File: src/rtl/mul_appr_pkg.sv
// Shared definitions for the approximate 16x16 multiplier path.
//   OP_W / RES_W / NUM_PP : operand width, result width, Booth partial products
//   state_e               : sequencer states of the carry-save accumulator
//   booth_e               : radix-4 Booth digit selections
//   booth_decode()        : maps a 3-bit multiplier window to a Booth digit
package mul_appr_pkg;

  localparam int OP_W   = 16;
  localparam int RES_W  = 32;
  localparam int NUM_PP = 8;

  typedef enum logic [1:0] {
    IDLE = 2'd0,
    RUN  = 2'd1,
    DONE = 2'd2
  } state_e;

  typedef enum logic [2:0] {
    BOOTH_ZERO = 3'd0,
    BOOTH_PA   = 3'd1,
    BOOTH_P2A  = 3'd2,
    BOOTH_NA   = 3'd3,
    BOOTH_N2A  = 3'd4
  } booth_e;

  // Window bits are {B[2i+1], B[2i], B[2i-1]}.
  function automatic booth_e booth_decode(input logic [2:0] win);
    booth_e d;
    case (win)
      3'b001, 3'b010: d = BOOTH_PA;
      3'b011:         d = BOOTH_P2A;
      3'b100:         d = BOOTH_N2A;
      3'b101, 3'b110: d = BOOTH_NA;
      default:        d = BOOTH_ZERO;
    endcase
    return d;
  endfunction

endpackage

File: src/rtl/booth_pp_sel.sv
// Radix-4 Booth partial-product selector (combinational).
// Ports:
//   win_i  : 3-bit multiplier window {B[2i+1], B[2i], B[2i-1]}
//   a_i    : +A, sign-extended to RES_W
//   a2_i   : +2A, sign-extended to RES_W
//   na_i   : -A, sign-extended to RES_W
//   n2a_i  : -2A, sign-extended to RES_W
//   pp_o   : selected, unshifted partial product
module booth_pp_sel
  import mul_appr_pkg::*;
(
  input  logic        [2:0]       win_i,
  input  logic signed [RES_W-1:0] a_i,
  input  logic signed [RES_W-1:0] a2_i,
  input  logic signed [RES_W-1:0] na_i,
  input  logic signed [RES_W-1:0] n2a_i,
  output logic signed [RES_W-1:0] pp_o
);

  always_comb begin
    pp_o = '0;
    case (booth_decode(win_i))
      BOOTH_PA:  pp_o = a_i;
      BOOTH_P2A: pp_o = a2_i;
      BOOTH_NA:  pp_o = na_i;
      BOOTH_N2A: pp_o = n2a_i;
      default:   pp_o = '0;
    endcase
  end

endmodule

File: src/rtl/booth_csa_accum32.sv
// Sequential radix-4 Booth multiplier front end. Accepts a signed 16x16
// operand pair, adds one Booth partial product per cycle into a carry-save
// (S, C) pair over 8 cycles, then presents S and C so that
// s_vec + c_vec (mod 2^32) equals the product. The low APPROX_COLS columns
// of every partial product are cleared for approximate operation.
// Ports:
//   clk, rst            : clock (rising edge), asynchronous active-high reset
//   in_valid / in_ready : operand handshake
//   in_a, in_b          : signed multiplicand / multiplier
//   out_valid/out_ready : result handshake towards the carry-select adder
//   s_vec, c_vec        : carry-save sum and carry vectors
module booth_csa_accum32
  import mul_appr_pkg::*;
#(
  parameter int APPROX_COLS = 0
) (
  input  logic                    clk,
  input  logic                    rst,
  input  logic                    in_valid,
  output logic                    in_ready,
  input  logic signed [OP_W-1:0]  in_a,
  input  logic signed [OP_W-1:0]  in_b,
  output logic                    out_valid,
  input  logic                    out_ready,
  output logic        [RES_W-1:0] s_vec,
  output logic        [RES_W-1:0] c_vec
);

  localparam logic [RES_W-1:0] TRUNC_MASK =
    ~((RES_W'(1) << APPROX_COLS) - RES_W'(1));

  // Clears the approximated low columns of a partial product.
  function automatic logic [RES_W-1:0] trunc_cols(input logic [RES_W-1:0] p);
    return p & TRUNC_MASK;
  endfunction

  state_e                  state_q, state_d;
  logic        [2:0]       cnt_q, cnt_d;
  logic        [RES_W-1:0] s_q, s_d;
  logic        [RES_W-1:0] c_q, c_d;

  // Operand registers carry no reset: they are only read in RUN, which is
  // always entered through a load.
  logic        [OP_W:0]    b_q;      // {B, B[-1]=0}
  logic signed [RES_W-1:0] a_q, a2_q, na_q, n2a_q;

  logic                    accept;
  logic signed [OP_W+1:0]  a_x18;
  logic signed [OP_W+1:0]  a2_x18, na_x18, n2a_x18;
  logic        [2:0]       win;
  logic signed [RES_W-1:0] pp_raw;
  logic        [RES_W-1:0] pp;
  logic        [RES_W-1:0] s_nxt, c_nxt;

  assign out_valid = (state_q == DONE);
  assign s_vec     = s_q;
  assign c_vec     = c_q;

  always_comb begin
    in_ready = 1'b0;
    case (state_q)
      IDLE:    in_ready = 1'b1;
      DONE:    in_ready = out_ready;
      default: in_ready = 1'b0;
    endcase
  end

  assign accept = in_valid & in_ready;

  // 18 bits keep -(-32768) and -2*(-32768) representable before extension.
  assign a_x18   = {{2{in_a[OP_W-1]}}, in_a};
  assign a2_x18  = a_x18 <<< 1;
  assign na_x18  = -a_x18;
  assign n2a_x18 = -a2_x18;

  always_ff @(posedge clk) begin
    if (accept) begin
      b_q   <= {in_b, 1'b0};
      a_q   <= {{(RES_W-OP_W-2){a_x18[OP_W+1]}},   a_x18};
      a2_q  <= {{(RES_W-OP_W-2){a2_x18[OP_W+1]}},  a2_x18};
      na_q  <= {{(RES_W-OP_W-2){na_x18[OP_W+1]}},  na_x18};
      n2a_q <= {{(RES_W-OP_W-2){n2a_x18[OP_W+1]}}, n2a_x18};
    end
  end

  // Window for digit i starts at bit 2i of {B, 0}.
  assign win = b_q[{cnt_q, 1'b0} +: 3];

  booth_pp_sel u_pp_sel (
    .win_i (win),
    .a_i   (a_q),
    .a2_i  (a2_q),
    .na_i  (na_q),
    .n2a_i (n2a_q),
    .pp_o  (pp_raw)
  );

  assign pp = trunc_cols(pp_raw << {cnt_q, 1'b0});

  // 3:2 compression; the carry out of bit 31 falls off the shift.
  assign s_nxt = s_q ^ c_q ^ pp;
  assign c_nxt = ((s_q & c_q) | (s_q & pp) | (c_q & pp)) << 1;

  always_comb begin
    state_d = state_q;
    cnt_d   = cnt_q;
    s_d     = s_q;
    c_d     = c_q;
    case (state_q)
      IDLE: begin
        if (accept) begin
          state_d = RUN;
          cnt_d   = '0;
          s_d     = '0;
          c_d     = '0;
        end
      end
      RUN: begin
        s_d   = s_nxt;
        c_d   = c_nxt;
        cnt_d = cnt_q + 3'd1;
        if (cnt_q == 3'(NUM_PP - 1)) state_d = DONE;
      end
      DONE: begin
        if (out_ready) begin
          // A load on the transfer edge goes straight back to RUN.
          if (in_valid) begin
            state_d = RUN;
            cnt_d   = '0;
            s_d     = '0;
            c_d     = '0;
          end else begin
            state_d = IDLE;
          end
        end
      end
      default: state_d = IDLE;
    endcase
  end

  always_ff @(posedge clk or posedge rst) begin
    if (rst) begin
      state_q <= IDLE;
      cnt_q   <= '0;
      s_q     <= '0;
      c_q     <= '0;
    end else begin
      state_q <= state_d;
      cnt_q   <= cnt_d;
      s_q     <= s_d;
      c_q     <= c_d;
    end
  end

endmodule
File: config.mk
export PLATFORM = sky130hd
export DESIGN_NAME = booth_csa_accum32
export DESIGN_NICKNAME = d
export VERILOG_FILES = /design/src/rtl/mul_appr_pkg.sv /design/src/rtl/booth_pp_sel.sv /design/src/rtl/booth_csa_accum32.sv
export SDC_FILE = /design/constraint.sdc
export NUM_CORES = 1
export LEC_CHECK = 0
export CAP_MARGIN = 20
export CORE_UTILIZATION = 30
export CTS_BUF_LIST = sky130_fd_sc_hd__clkbuf_16
export CTS_CLUSTER_SIZE = 16
export DETAILED_ROUTE_END_ITERATION = 12
export SYNTH_ARGS = -nofsm -noshare
export SYNTH_HDL_FRONTEND = slang
export SYNTH_SLANG_ARGS = --single-unit
File: constraint.sdc
create_clock -name clk -period 7.91 [get_ports clk]
set_clock_uncertainty 0.1 [all_clocks]
set_input_delay 1.582 -clock clk [delete_from_list [all_inputs] [get_ports clk]]
set_output_delay 1.582 -clock clk [all_outputs]
set_load 0.01 [all_outputs]
# Word-level counts from Yosys, hierarchy flattened
# Cells that the tools add are included.
# op_classes
mux	17
eq_ne	17
addsub	3
shifts	2
bitwise	8
reduce_logical	6
# ops
operator	n
32-bit one-hot mux with 3 select lines	2
32-bit one-hot mux with 4 select lines	1
32-bit 2-to-1 mux	3
31-bit AND	3
32-bit XOR	2
31-bit bitwise OR	2
32-bit by 4-bit << shifter with 32-bit output	1
16-bit negation with 18-bit output	1
17-bit negation with 18-bit output	1
17-bit by 5-bit variable part select with 3-bit output	1
3-bit equality test (second input constant)	5
3-bit by 2-bit equality test with 1-bit output (second input constant)	4
3-bit one-hot mux with 4 select lines	1
3-bit 2-to-1 mux	3
3-bit one-hot mux with 3 select lines	1
3-bit by 1-bit equality test with 1-bit output (second input constant)	2
2-bit 2-to-1 mux	3
2-bit != test (second input constant)	3
2-bit one-hot mux with 3 select lines	1
4-bit AND reduction	1
2-bit OR reduction	2
3-bit by 1-bit adder with 3-bit output (second input constant)	1
3-bit AND reduction	1
3-bit nonzero test	1
7 further kinds	7
# word_totals
input_bits	36
ff_bits	153
out_inout_bits	66
elab_cells	62

# Longest topological paths before layout
# Gate-level depths: netlist of run 1.
# depth
depth_word	11
mapped_depth	14
depth_no_buf	10

# Modules after synthesis
# From an unflattened synthesis of run 1, not the netlist that was laid out.
# hier_totals
cells_unflattened	597
area_unflattened_um2	6772.7
# modules_own_cells
module	cells_each	area_per_inst_um2	instances
booth_csa_accum32	473	5943.2	1
booth_pp_sel	124	829.5	1

# Worst setup path before layout of run 1
# Ideal clock, no wire load.
# synth_path
path_type	input -> register
start	in out_ready
end	reg a_q[0] (enable)
arrival_time_ps	3118
slack_ps	4281
n_path_buf	0
required_time_ps	7399
setup_ps	411
stages	3
cell_sequence	inv_1 > a21oi_1 > and2_1
# synth_between
elab_chain_cells	2
# synth_rtl
item	line_no	rtl
start: declaration	booth_csa_accum32.sv:24	input logic out_ready,
1-bit one-hot mux with 2 select lines	booth_csa_accum32.sv:61	case (state_q)
via in_ready	booth_csa_accum32.sv:20	output logic in_ready,
1-bit AND	booth_csa_accum32.sv:68	assign accept = in_valid & in_ready;
via accept	booth_csa_accum32.sv:47	logic accept;
end signal: assignment	booth_csa_accum32.sv:79	a_q <= {{(RES_W-OP_W-2){a_x18[OP_W+1]}}, a_x18};
end: declaration	booth_csa_accum32.sv:45	logic signed [RES_W-1:0] a_q, a2_q, na_q, n2a_q;
# The timed path passes the listed nets, and every way through them passes these cells.
# A chain may end at the register's enable or synchronous reset.

# Worst setup path in the final report of run 1
# layout_path
start	reg cnt_q[1]
end	reg s_q[18], in the netlist s_vec[18]
# layout_between
elab_chain_cells	9
word_cells_on_any_way	18
classes_between	eq/ne (10); shift (2); mux (3); bitwise (1); reduce/logical (2)
# layout_rtl
item	line_no	rtl
start: declaration	booth_csa_accum32.sv:38	logic [2:0] cnt_q, cnt_d;
start signal: assignment	booth_csa_accum32.sv:149	cnt_q <= cnt_d;
17-bit by 5-bit variable part select with 3-bit output	booth_csa_accum32.sv:87	assign win = b_q[{cnt_q, 1'b0} +: 3];
3-bit equality test (tied with other cells)	mul_appr_pkg.sv:29	case (win)
2-bit OR reduction	mul_appr_pkg.sv:29	
3-bit one-hot mux with 4 select lines	mul_appr_pkg.sv:29	
3-bit equality test (tied with other cells)	booth_pp_sel.sv:22	case (booth_decode(win_i))
32-bit one-hot mux with 4 select lines	booth_pp_sel.sv:22	
32-bit by 4-bit << shifter with 32-bit output (*)	booth_csa_accum32.sv:98	assign pp = trunc_cols(pp_raw << {cnt_q, 1'b0});
32-bit XOR (*)	booth_csa_accum32.sv:101	assign s_nxt = s_q ^ c_q ^ pp;
32-bit one-hot mux with 3 select lines (*)	booth_csa_accum32.sv:109	case (state_q)
end signal: assignment	booth_csa_accum32.sv:145	s_q <= '0;
end signal: assignment	booth_csa_accum32.sv:150	s_q <= s_d;
end: declaration	booth_csa_accum32.sv:39	logic [RES_W-1:0] s_q, s_d;
# Every way passes the cells marked *; elsewhere a longest branch is shown, timed or not.

==> impl_metrics.py, run 1 <==
metrics = {
    "synth": {
        "synth_edf_count": 49,
        "synthTopCellsByCount": "nand2_1 (104), inv_1 (75), o21ai_0 (73)",
        "syn_nets": 764,
        "synthArstFlopShare": 0.5812,
        "synth_ff_type": "dfrtp_1",
        "netlist_instances": 694,
        "yosysTopAreaCellShare": 0.2472,
        "synth_area_mm2": 0.006884,
        "syn_avg_cell_area_um2": 9.919,
        "yosysWarnings": 0,
        "ys_ff_latch": 117,
        "synth_top_cell_by_area": "dfrtp_1",
        "synth.distinct_cells": 65,
        "synth.area.top_cells": "dfrtp_1 (25%), edfxtp_1 (21%), fa_1 (8.7%), nand2_1 (5.7%), o21ai_0 (5.3%)",
        "yosysMostFrequentCell": "nand2_1",
        "yosysSeqAreaShare": 0.4609,
    },
    "pwr": {
        "internal-power_w": 0.002366,
        "clkPwrFrac": 0.159,
        "comb_power_share": 0.610,
        "p_total_w": 0.004400,
        "pwr-share-seq": 0.231,
        "ir_drop_v": 0.0002294,
        "p_sw_w": 0.002034,
        "switching_share": 0.4623,
        "power_density_mw_per_mm2": 506.3,
        "p_leak_nw": 3.357,
    },
    "floorplan": {
        "start_util": 0.3050,
        "ioPinCount": 102,
        "core-area_mm2": 0.02257,
        "dieWidth_um": 153.5,
        "num_rows": 55,
        "fp.dieH_um": 153.5,
        "dieArea_mm2": 0.02356,
    },
    "cts": {
        "cts_tree": "yes",
        "cts_max_level": 4,
        "numCtsBuffers": 17,
        "clock_latency_ns": 0.42,
        "cts_setup_buffers": 0,
        "cts_root_buf": "clkbuf_16",
        "cts.sinks": 117,
        "ctsHoldBuffers": 0,
        "post_cts_resized": 0,
        "clockBufferDepth": 2,
        "path_clk_slew_ns": 0.06,
    },
    "final_layout": {
        "seqCellArea_mm2": 0.003173,
        "area_delta_synth_final_pct": 26.25,
        "drive_gt1_frac": 0.07440,
        "multi_input_area_mm2": 0.003242,
        "fillers": 2214,
        "num_antenna_cells": 0,
        "stdcell_area_mm2": 0.008691,
        "nets": 850,
    },
    "flow_run": {
        "max-cap-violations": 0,
    },
    "setup_path": {
        "r2r_slack_ns": 2.96,
        "critPathLaunchType": "flip-flop",
        "crit_fanout": 37,
        "cp_data_arrival_time_ns": 5.13,
        "setup.worst_path.end_class": "flip-flop",
        "path_class": "flip-flop to flip-flop",
        "reg2reg_from": "cnt_q[1]",
        "reg2reg_depth": 11,
        "reg2reg_to": "s_vec[18]",
        "required_ns": 8.09,
    },
    "sta": {
        "tightest_slew_ns": 0.9701,
        "finalSetupViolCount": 0,
        "timing.hold.ws_ns": 0.4066,
        "rsz0062_at_grt": "false",
        "fin_crit_ns": 4.955,
        "maxSlewHeadroom": 0.3405,
        "fin_setup_tns_ns": 0,
        "fmax_mhz": 201.8,
        "timing.final.crit_share": 0.6264,
        "hold_viol": 0,
        "finalMaxSlewViolations": 0,
        "final.setup.worst_slack_ns": 2.955,
    },
    "outcome": {
        "status": "finished, final reports clean",
    },
    "min_path": {
        "holdPathEnd": "s_vec[4]",
        "hold_depth": 2,
        "hold_start": "s_vec[4]",
        "hold_class": "flip-flop to flip-flop",
    },
    "placement": {
        "place_ws_ns": 2.999,
        "numPortBuffers": 100,
        "gp_congestion": 0.8964,
        "dp_hpwl_mm": 13.43,
        "placed_cell_area_mm2": 0.008125,
    },
    "global_route": {
        "grt_max_degree": 69,
        "grt_pass1_vias": 5300,
        "grt_pass1_wl_mm": 30.00,
        "antenna_found_initial": 0,
        "grt_overflow": 0,
        "grt.total_usage": 0.1643,
    },
    "route": {
        "routedWlPerCell_um": 17.25,
        "drt-initial-drc-count": 451,
        "vias_per_cell": 5.115,
        "drt_drc_violations_left": 0,
        "antenna_left": 0,
        "num_vias": 5514,
        "wirelength_mm": 18.60,
        "first_pass_iters": 5,
    },
}
-- cells in the final DEF (no fill, tap or decap), types with 9 or more instances in the layout --
| cell | instances |
|---|---|
| nor3_1 | 9 |
| nand3_1 | 22 |
| nor2_1 | 20 |
| a31oi_1 | 11 |
| edfxtp_1 | 49 |
| mux2i_1 | 15 |
| clkdlybuf4s50_1 | 100 |
| buf_4 | 10 |
| clkbuf_16 | 19 |
| fa_1 | 30 |
| a221oi_1 | 10 |
| nand2_1 | 104 |
| o21ai_0 | 73 |
| xnor2_1 | 9 |
| dfrtp_1 | 68 |
| inv_1 | 76 |
| a21oi_1 | 29 |
-- how the worst max path moves through the flow --
stage / from / to / slack [ns] / depth (start not counted)
floorplan: out_ready / a_q[0] / 4.28 / 3
global placement: cnt_q[1] / s_vec[20] / 3.05 / 12
detailed placement: cnt_q[1] / s_vec[20] / 3.00 / 12
CTS: cnt_q[1] / s_vec[20] / 2.98 / 12
global route: cnt_q[1] / s_vec[17] / 2.64 / 11
finish: cnt_q[1] / s_vec[18] / 2.96 / 11
-- logic make-up after synthesis --
kind of cell / synth area share
multiplexers: 0.05870
buffers and inverters: 0.06997
other: 0.0005447
XOR/XNOR: 0.01781
flip-flops: 0.4609
AO/OA/AOI/OAI: 0.1748
adder cells (fa/ha/maj): 0.09451
AND/OR/NAND/NOR: 0.1227
-- routing by layer --
metal / vias to the layer above / wire length [um] / share of wire / track usage
met2: 200 / 8433 / 0.45 / 0.2450
met5: - / 0 / 0 / 0
met4: 0 / 334 / 0.018 / 0.06381
li1: 2605 / - / - / -
met3: 25 / 1040 / 0.056 / 0.03261
met1: 2684 / 8788 / 0.47 / 0.2334
-- power by group through the flow --
stage | Sequential [W] | Combinational (W) | Clock [W]
2_1_floorplan | 0.00104 | 0.00175 | 0
3_3_place_gp | 0.00103 | 0.00261 | 0
3_5_place_dp | 0.00103 | 0.00265 | 0
4_1_cts | 0.00102 | 0.00267 | 0.000714
5_1_grt | 0.00105 | 0.00302 | 0.000740
6_report | 0.00102 | 0.00268 | 0.000700
-- worst max-delay path: stages, from the launching register on --
cell and delay, ns:
dfrtp_1 0.32, buf_4 0.37, mux4_2 0.70, nor2_1 0.60
or3_1 0.77, a31oi_1 0.30, a22o_1 0.24, a211o_1 0.28
mux2_2 0.29, mux2_2 0.29, fa_1 0.48, o21ai_0 0.08
-- area by class of cell --
class | instances | area share
clock buffers | 19 | 0.05471
well taps | 285 | 0.04103
multi-input cells | 457 | 0.3730
clock inverters | 13 | 0.007198
flip-flops and latches | 117 | 0.3651
inverters | 76 | 0.03282
repair buffers | 111 | 0.1261
-- sequential cells by signal, indices dropped and copies added, names as in the netlist --
register,flops
state_q,2
b_q,16
c_vec,31
s_vec,32
a_q,16
na_q,17
cnt_q,3
-- per-stage QoR --
stage	util	cells
floorplan	-	694
global placement	0.3600	1044
detailed placement	0.3600	1044
CTS	0.3838	1076
global route	0.3850	1078
finish	0.3850	1078
Note: power is estimated with default switching activity, not from simulation.
==> run 2, diff against run 1 <==
- clock period: 7.91 -> 4.5 ns (I/O delays scaled with it)
==> impl_metrics.py, run 2 (synthesis results as in run 1) <==
metrics = {
    "final_layout": {
        "nets": 862,
        "largest_reg_flops": 32,
        "final_common_cell": "nand2_1",
        "final_cell_mix": "nand2_1 (104), clkdlybuf4s50_1 (100), inv_1 (78)",
        "area_delta_synth_final_pct": 27.94,
        "num_antenna_cells": 0,
        "drive_gt1_frac": 0.08944,
        "stdcell_area_mm2": 0.008807,
    },
    "cts": {
        "cts_tree": "yes",
        "clock_latency_ns": 0.42,
        "numCtsBuffers": 17,
        "cts_setup_buffers": 0,
        "path_clk_slew_ns": 0.05,
        "cts.sinks": 117,
        "clockBufferDepth": 2,
        "cts_max_level": 4,
        "cts_root_buf": "clkbuf_16",
        "ctsHoldBuffers": 0,
        "post_cts_resized": 0,
    },
    "global_route": {
        "grt.total_usage": 0.1686,
        "grt_pass1_vias": 5473,
        "antenna_found_initial": 0,
        "grt_overflow": 0,
        "grt_max_degree": 68,
        "grt_pass1_wl_mm": 30.50,
    },
    "placement": {
        "numPortBuffers": 100,
        "place_ws_ns": 0.4613,
        "placed_cell_area_mm2": 0.008223,
        "dp_hpwl_mm": 14.06,
        "gp_congestion": 0.9311,
    },
    "setup_path": {
        "required_ns": 4.72,
        "slowest_delay_ns": 0.44,
        "cp_cell_sequence": "buf_4, nor2b_1, buf_4, a221oi_2, or3_1, buf_4, a31oi_1, a32o_1, nor3_1, mux2i_1, mux2_2, fa_1, o21ai_0",
        "crit_fanout": 36,
        "critPathLaunchType": "flip-flop",
        "crit_top_cell": "buf_4",
        "path_class": "flip-flop to flip-flop",
        "cp_data_arrival_time_ns": 4.33,
        "setup.worst_path.end_class": "flip-flop",
        "crit_slowest_cell": "or3_1",
    },
    "sta": {
        "tightest_slew_ns": 0.8510,
        "finalSetupViolCount": 0,
        "finalMaxSlewViolations": 0,
        "timing.hold.ws_ns": 0.3988,
        "final.setup.worst_slack_ns": 0.3820,
        "rsz0062_at_grt": "false",
        "hold_viol": 0,
        "fin_setup_tns_ns": 0,
        "fin_crit_ns": 4.118,
        "timing.final.crit_share": 0.9151,
        "fmax_mhz": 242.8,
        "maxSlewHeadroom": 0.4274,
    },
    "pwr": {
        "ir_drop_v": 0.0003804,
        "p_leak_nw": 3.436,
        "power_density_mw_per_mm2": 903.5,
    },
    "route": {
        "num_vias": 5557,
        "m1WireLength_mm": 8.934,
        "drt-initial-drc-count": 549,
        "wirelength_mm": 18.89,
        "antenna_left": 0,
        "vias_per_cell": 5.098,
        "wl_met2_mm": 8.539,
        "wl_met3_mm": 1.072,
        "first_pass_iters": 7,
        "routedWlPerCell_um": 17.33,
        "drt_drc_violations_left": 0,
        "top_layer": "met4",
    },
    "floorplan": {
        "dieArea_mm2": 0.02356,
        "num_rows": 55,
        "dieWidth_um": 153.5,
        "ioPinCount": 102,
        "fp.dieH_um": 153.5,
        "core-area_mm2": 0.02257,
        "start_util": 0.3050,
    },
    "outcome": {
        "status": "finished, final reports clean",
    },
    "min_path": {
        "hold_class": "flip-flop to flip-flop",
    },
    "flow_run": {
        "max-cap-violations": 0,
    },
}
==> run 2: metal layers <==
metal  global-route usage  vias up
li1                     -     2639
met5                    0        -
met3              0.04338       28
met1               0.2327     2688
met2               0.2524      202
met4              0.06524        0
==> run 2: final cells by class <==
cell class | count | area [um2]
tap | 285 | 356.6
timing repair buffer | 123 | 1186
clock inverter | 13 | 88.84
sequential | 117 | 3173
inverter | 76 | 285.3
clock buffer | 19 | 475.5
multi-input combinational | 457 | 3242
fill | 2241 | 13760
==> run 2: worst max-delay path: cells and delay by family, from the launching register on <==
kind / cells / cell delay [ns]
adders and majority gates: 1 / 0.42
DFF: 1 / 0.37
buffers and inverters: 3 / 0.83
and+or+nand+nor: 3 / 0.91
AOI/OAI and AO/OA: 4 / 0.92
muxes: 2 / 0.46
==> run 2: where the power goes <==
| group | switching, W | internal, W | leakage [nW] |
|---|---|---|---|
| clock | 0.000477 | 0.000808 | 0.295 |
| combinational | 0.00287 | 0.00201 | 1.84 |
| sequential | 0.000289 | 0.00150 | 1.30 |
==> run 2: through the flow <==
stage,power [W],util,cells
6_report,0.007958,0.3902,1090
3_5_place_dp,0.006661,0.3643,1057
2_1_floorplan,0.004912,-,694
5_1_grt,0.008664,0.3902,1090
4_1_cts,0.007980,0.3893,1089
3_3_place_gp,0.006614,0.3643,1057
==> run 2: final timing paths <==
kind,depth (start not counted),to,slack [ns],startpoint
worst min register to register,2,c_vec[4],0.40,c_vec[4]
max in group asynchronous,3,s_vec[16],2.70,rst
worst max-delay path,13,s_vec[14],0.38,cnt_q[1]
min in group asynchronous,2,c_vec[29],0.82,rst
worst min-delay path,2,c_vec[4],0.40,c_vec[4]
worst max register to register,13,s_vec[14],0.38,cnt_q[1]
==> run 3, diff against run 2 <==
- CELL_PAD_IN_SITES_DETAIL_PLACEMENT: not set -> 1
- CELL_PAD_IN_SITES_GLOBAL_PLACEMENT: not set -> 2
- PLACE_DENSITY_LB_ADDON: not set -> 0.1
==> impl_metrics.py, run 3 (synthesis results as in run 1) <==
metrics = {
    "cts": {
        "cts_root_buf": "clkbuf_16",
        "numCtsBuffers": 17,
        "cts.sinks": 117,
        "clockBufferDepth": 2,
        "ctsHoldBuffers": 0,
        "cts_max_level": 4,
        "clock_latency_ns": 0.43,
        "path_clk_slew_ns": 0.06,
        "post_cts_resized": 0,
        "cts_setup_buffers": 0,
        "cts_tree": "yes",
    },
    "floorplan": {
        "ioPinCount": 102,
        "dieWidth_um": 153.5,
        "fp.dieH_um": 153.5,
        "start_util": 0.3050,
        "num_rows": 55,
        "core-area_mm2": 0.02257,
        "dieArea_mm2": 0.02356,
    },
    "global_route": {
        "antenna_found_initial": 0,
        "grt_pass1_wl_mm": 36.17,
        "grt.total_usage": 0.2026,
        "grt_pass1_vias": 6002,
        "grt_overflow": 0,
        "grt_max_degree": 68,
    },
    "flow_run": {
        "max-cap-violations": 0,
    },
    "setup_path": {
        "critPathLaunchType": "flip-flop",
        "reg2reg_from": "cnt_q[0]",
        "crit_fanout": 18,
        "path_class": "flip-flop to flip-flop",
        "setup.worst_path.end": "s_vec[11]",
        "setup.worst_path.start": "cnt_q[0]",
        "required_ns": 4.68,
        "cp_data_arrival_time_ns": 4.49,
        "reg2reg_to": "s_vec[11]",
        "reg2reg_depth": 10,
        "setup.worst_path.end_class": "flip-flop",
        "r2r_slack_ns": 0.19,
    },
    "route": {
        "drt-initial-drc-count": 356,
        "first_pass_iters": 5,
        "wirelength_mm": 22.68,
        "drt_drc_violations_left": 0,
        "routedWlPerCell_um": 20.77,
        "antenna_left": 0,
        "vias_per_cell": 5.201,
        "num_vias": 5680,
    },
    "pwr": {
        "power_density_mw_per_mm2": 927.8,
        "p_leak_nw": 3.405,
        "ir_drop_v": 0.0002546,
    },
    "sta": {
        "tightest_slew_ns": 0.8254,
        "timing.final.crit_share": 0.9582,
        "finalSetupViolCount": 0,
        "rsz0062_at_grt": "false",
        "fin_setup_tns_ns": 0,
        "fin_crit_ns": 4.312,
        "maxSlewHeadroom": 0.4447,
        "hold_viol": 0,
        "finalMaxSlewViolations": 0,
        "timing.hold.ws_ns": 0.4060,
        "fmax_mhz": 231.9,
    },
    "placement": {
        "numPortBuffers": 100,
        "gp_congestion": 0.8897,
        "dp_hpwl_mm": 17.03,
    },
    "final_layout": {
        "fillers": 2556,
        "drive_gt1_frac": 0.09665,
        "final_cell_mix": "nand2_1 (104), clkdlybuf4s50_1 (100), inv_1 (74)",
        "nets": 864,
        "largest_reg_flops": 32,
        "num_antenna_cells": 0,
        "final_common_cell": "nand2_1",
        "area_delta_synth_final_pct": 28.23,
    },
    "min_path": {
        "hold_class": "flip-flop to flip-flop",
    },
    "outcome": {
        "status": "finished, final reports clean",
    },
}
-- run 3: cell types whose count changed in the layout (fill, tap and decap cells not counted) --
cell / delta
clkinvlp_4: +6
inv_1: -4
inv_6: +4
clkbuf_16: -2
clkinv_2: -2
buf_12: +1
buf_4: +1
clkinv_4: -1
inv_2: -1
-- run 3: worst min path at each step --
stage / start / to / slack, ns / cells after the start
after detailed placement: s_vec[28] / s_vec[28] / 0.40 / 2
after global placement: s_vec[4] / s_vec[4] / 0.39 / 2
after CTS: s_vec[28] / s_vec[28] / 0.42 / 2
after global routing: s_vec[23] / s_vec[23] / 0.44 / 2
after floorplan: c_vec[10] / c_vec[10] / 0.43 / 2
final: s_vec[28] / s_vec[28] / 0.41 / 2
-- run 3: per-layer routing --
layer | part of all wire | GRT usage | wire length (um)
met1 | 0.46 | 0.2713 | 10460
met2 | 0.50 | 0.3392 | 11330
met3 | 0.027 | 0.03119 | 623
met4 | 0.012 | 0.05571 | 265
met5 | 0 | 0 | 0
-- run 3: layout make-up --
class	instances	area, um2	area share
Timing Repair Buffer	125	1214	0.1375
Inverter	76	285.3	0.03232
Multi-Input combinational cell	457	3242	0.3673
Clock buffer	17	425.4	0.04819
Tap cell	285	356.6	0.04040
Sequential cell	117	3173	0.3595
Clock inverter	15	131.4	0.01488
-- run 3: per-stage QoR --
stage / cell area (um2) / std cells / setup slack, ns / util / total power, W
floorplan: 6884 / 694 / 1.054 / - / 0.004912
global placement: 8250 / 1059 / 0.2038 / 0.3655 / 0.006845
detailed placement: 8250 / 1059 / 0.2241 / 0.3655 / 0.006957
CTS: 8807 / 1091 / 0.2270 / 0.3902 / 0.008306
global route: 8827 / 1092 / 0.02430 / 0.3911 / 0.008917
finish: 8827 / 1092 / 0.1879 / 0.3911 / 0.008190
-- run 3: report_power, final --
part           switching (W)  internal, W  total, W
combinational        0.00304      0.00205   0.00509
sequential          0.000289      0.00150   0.00179
clock               0.000546     0.000760   0.00131
total                0.00388      0.00431   0.00819
-- run 3: worst max-delay path, cell delays in order (launching register included) --
cell and delay (ns):
dfrtp_1 0.43, mux4_2 0.55, mux2i_4 0.28, or3_1 0.61, a311oi_1 0.21, o21ai_1 0.25
nor3b_1 0.72, mux2_2 0.32, a21oi_1 0.11, fa_1 0.49, o21ai_0 0.08
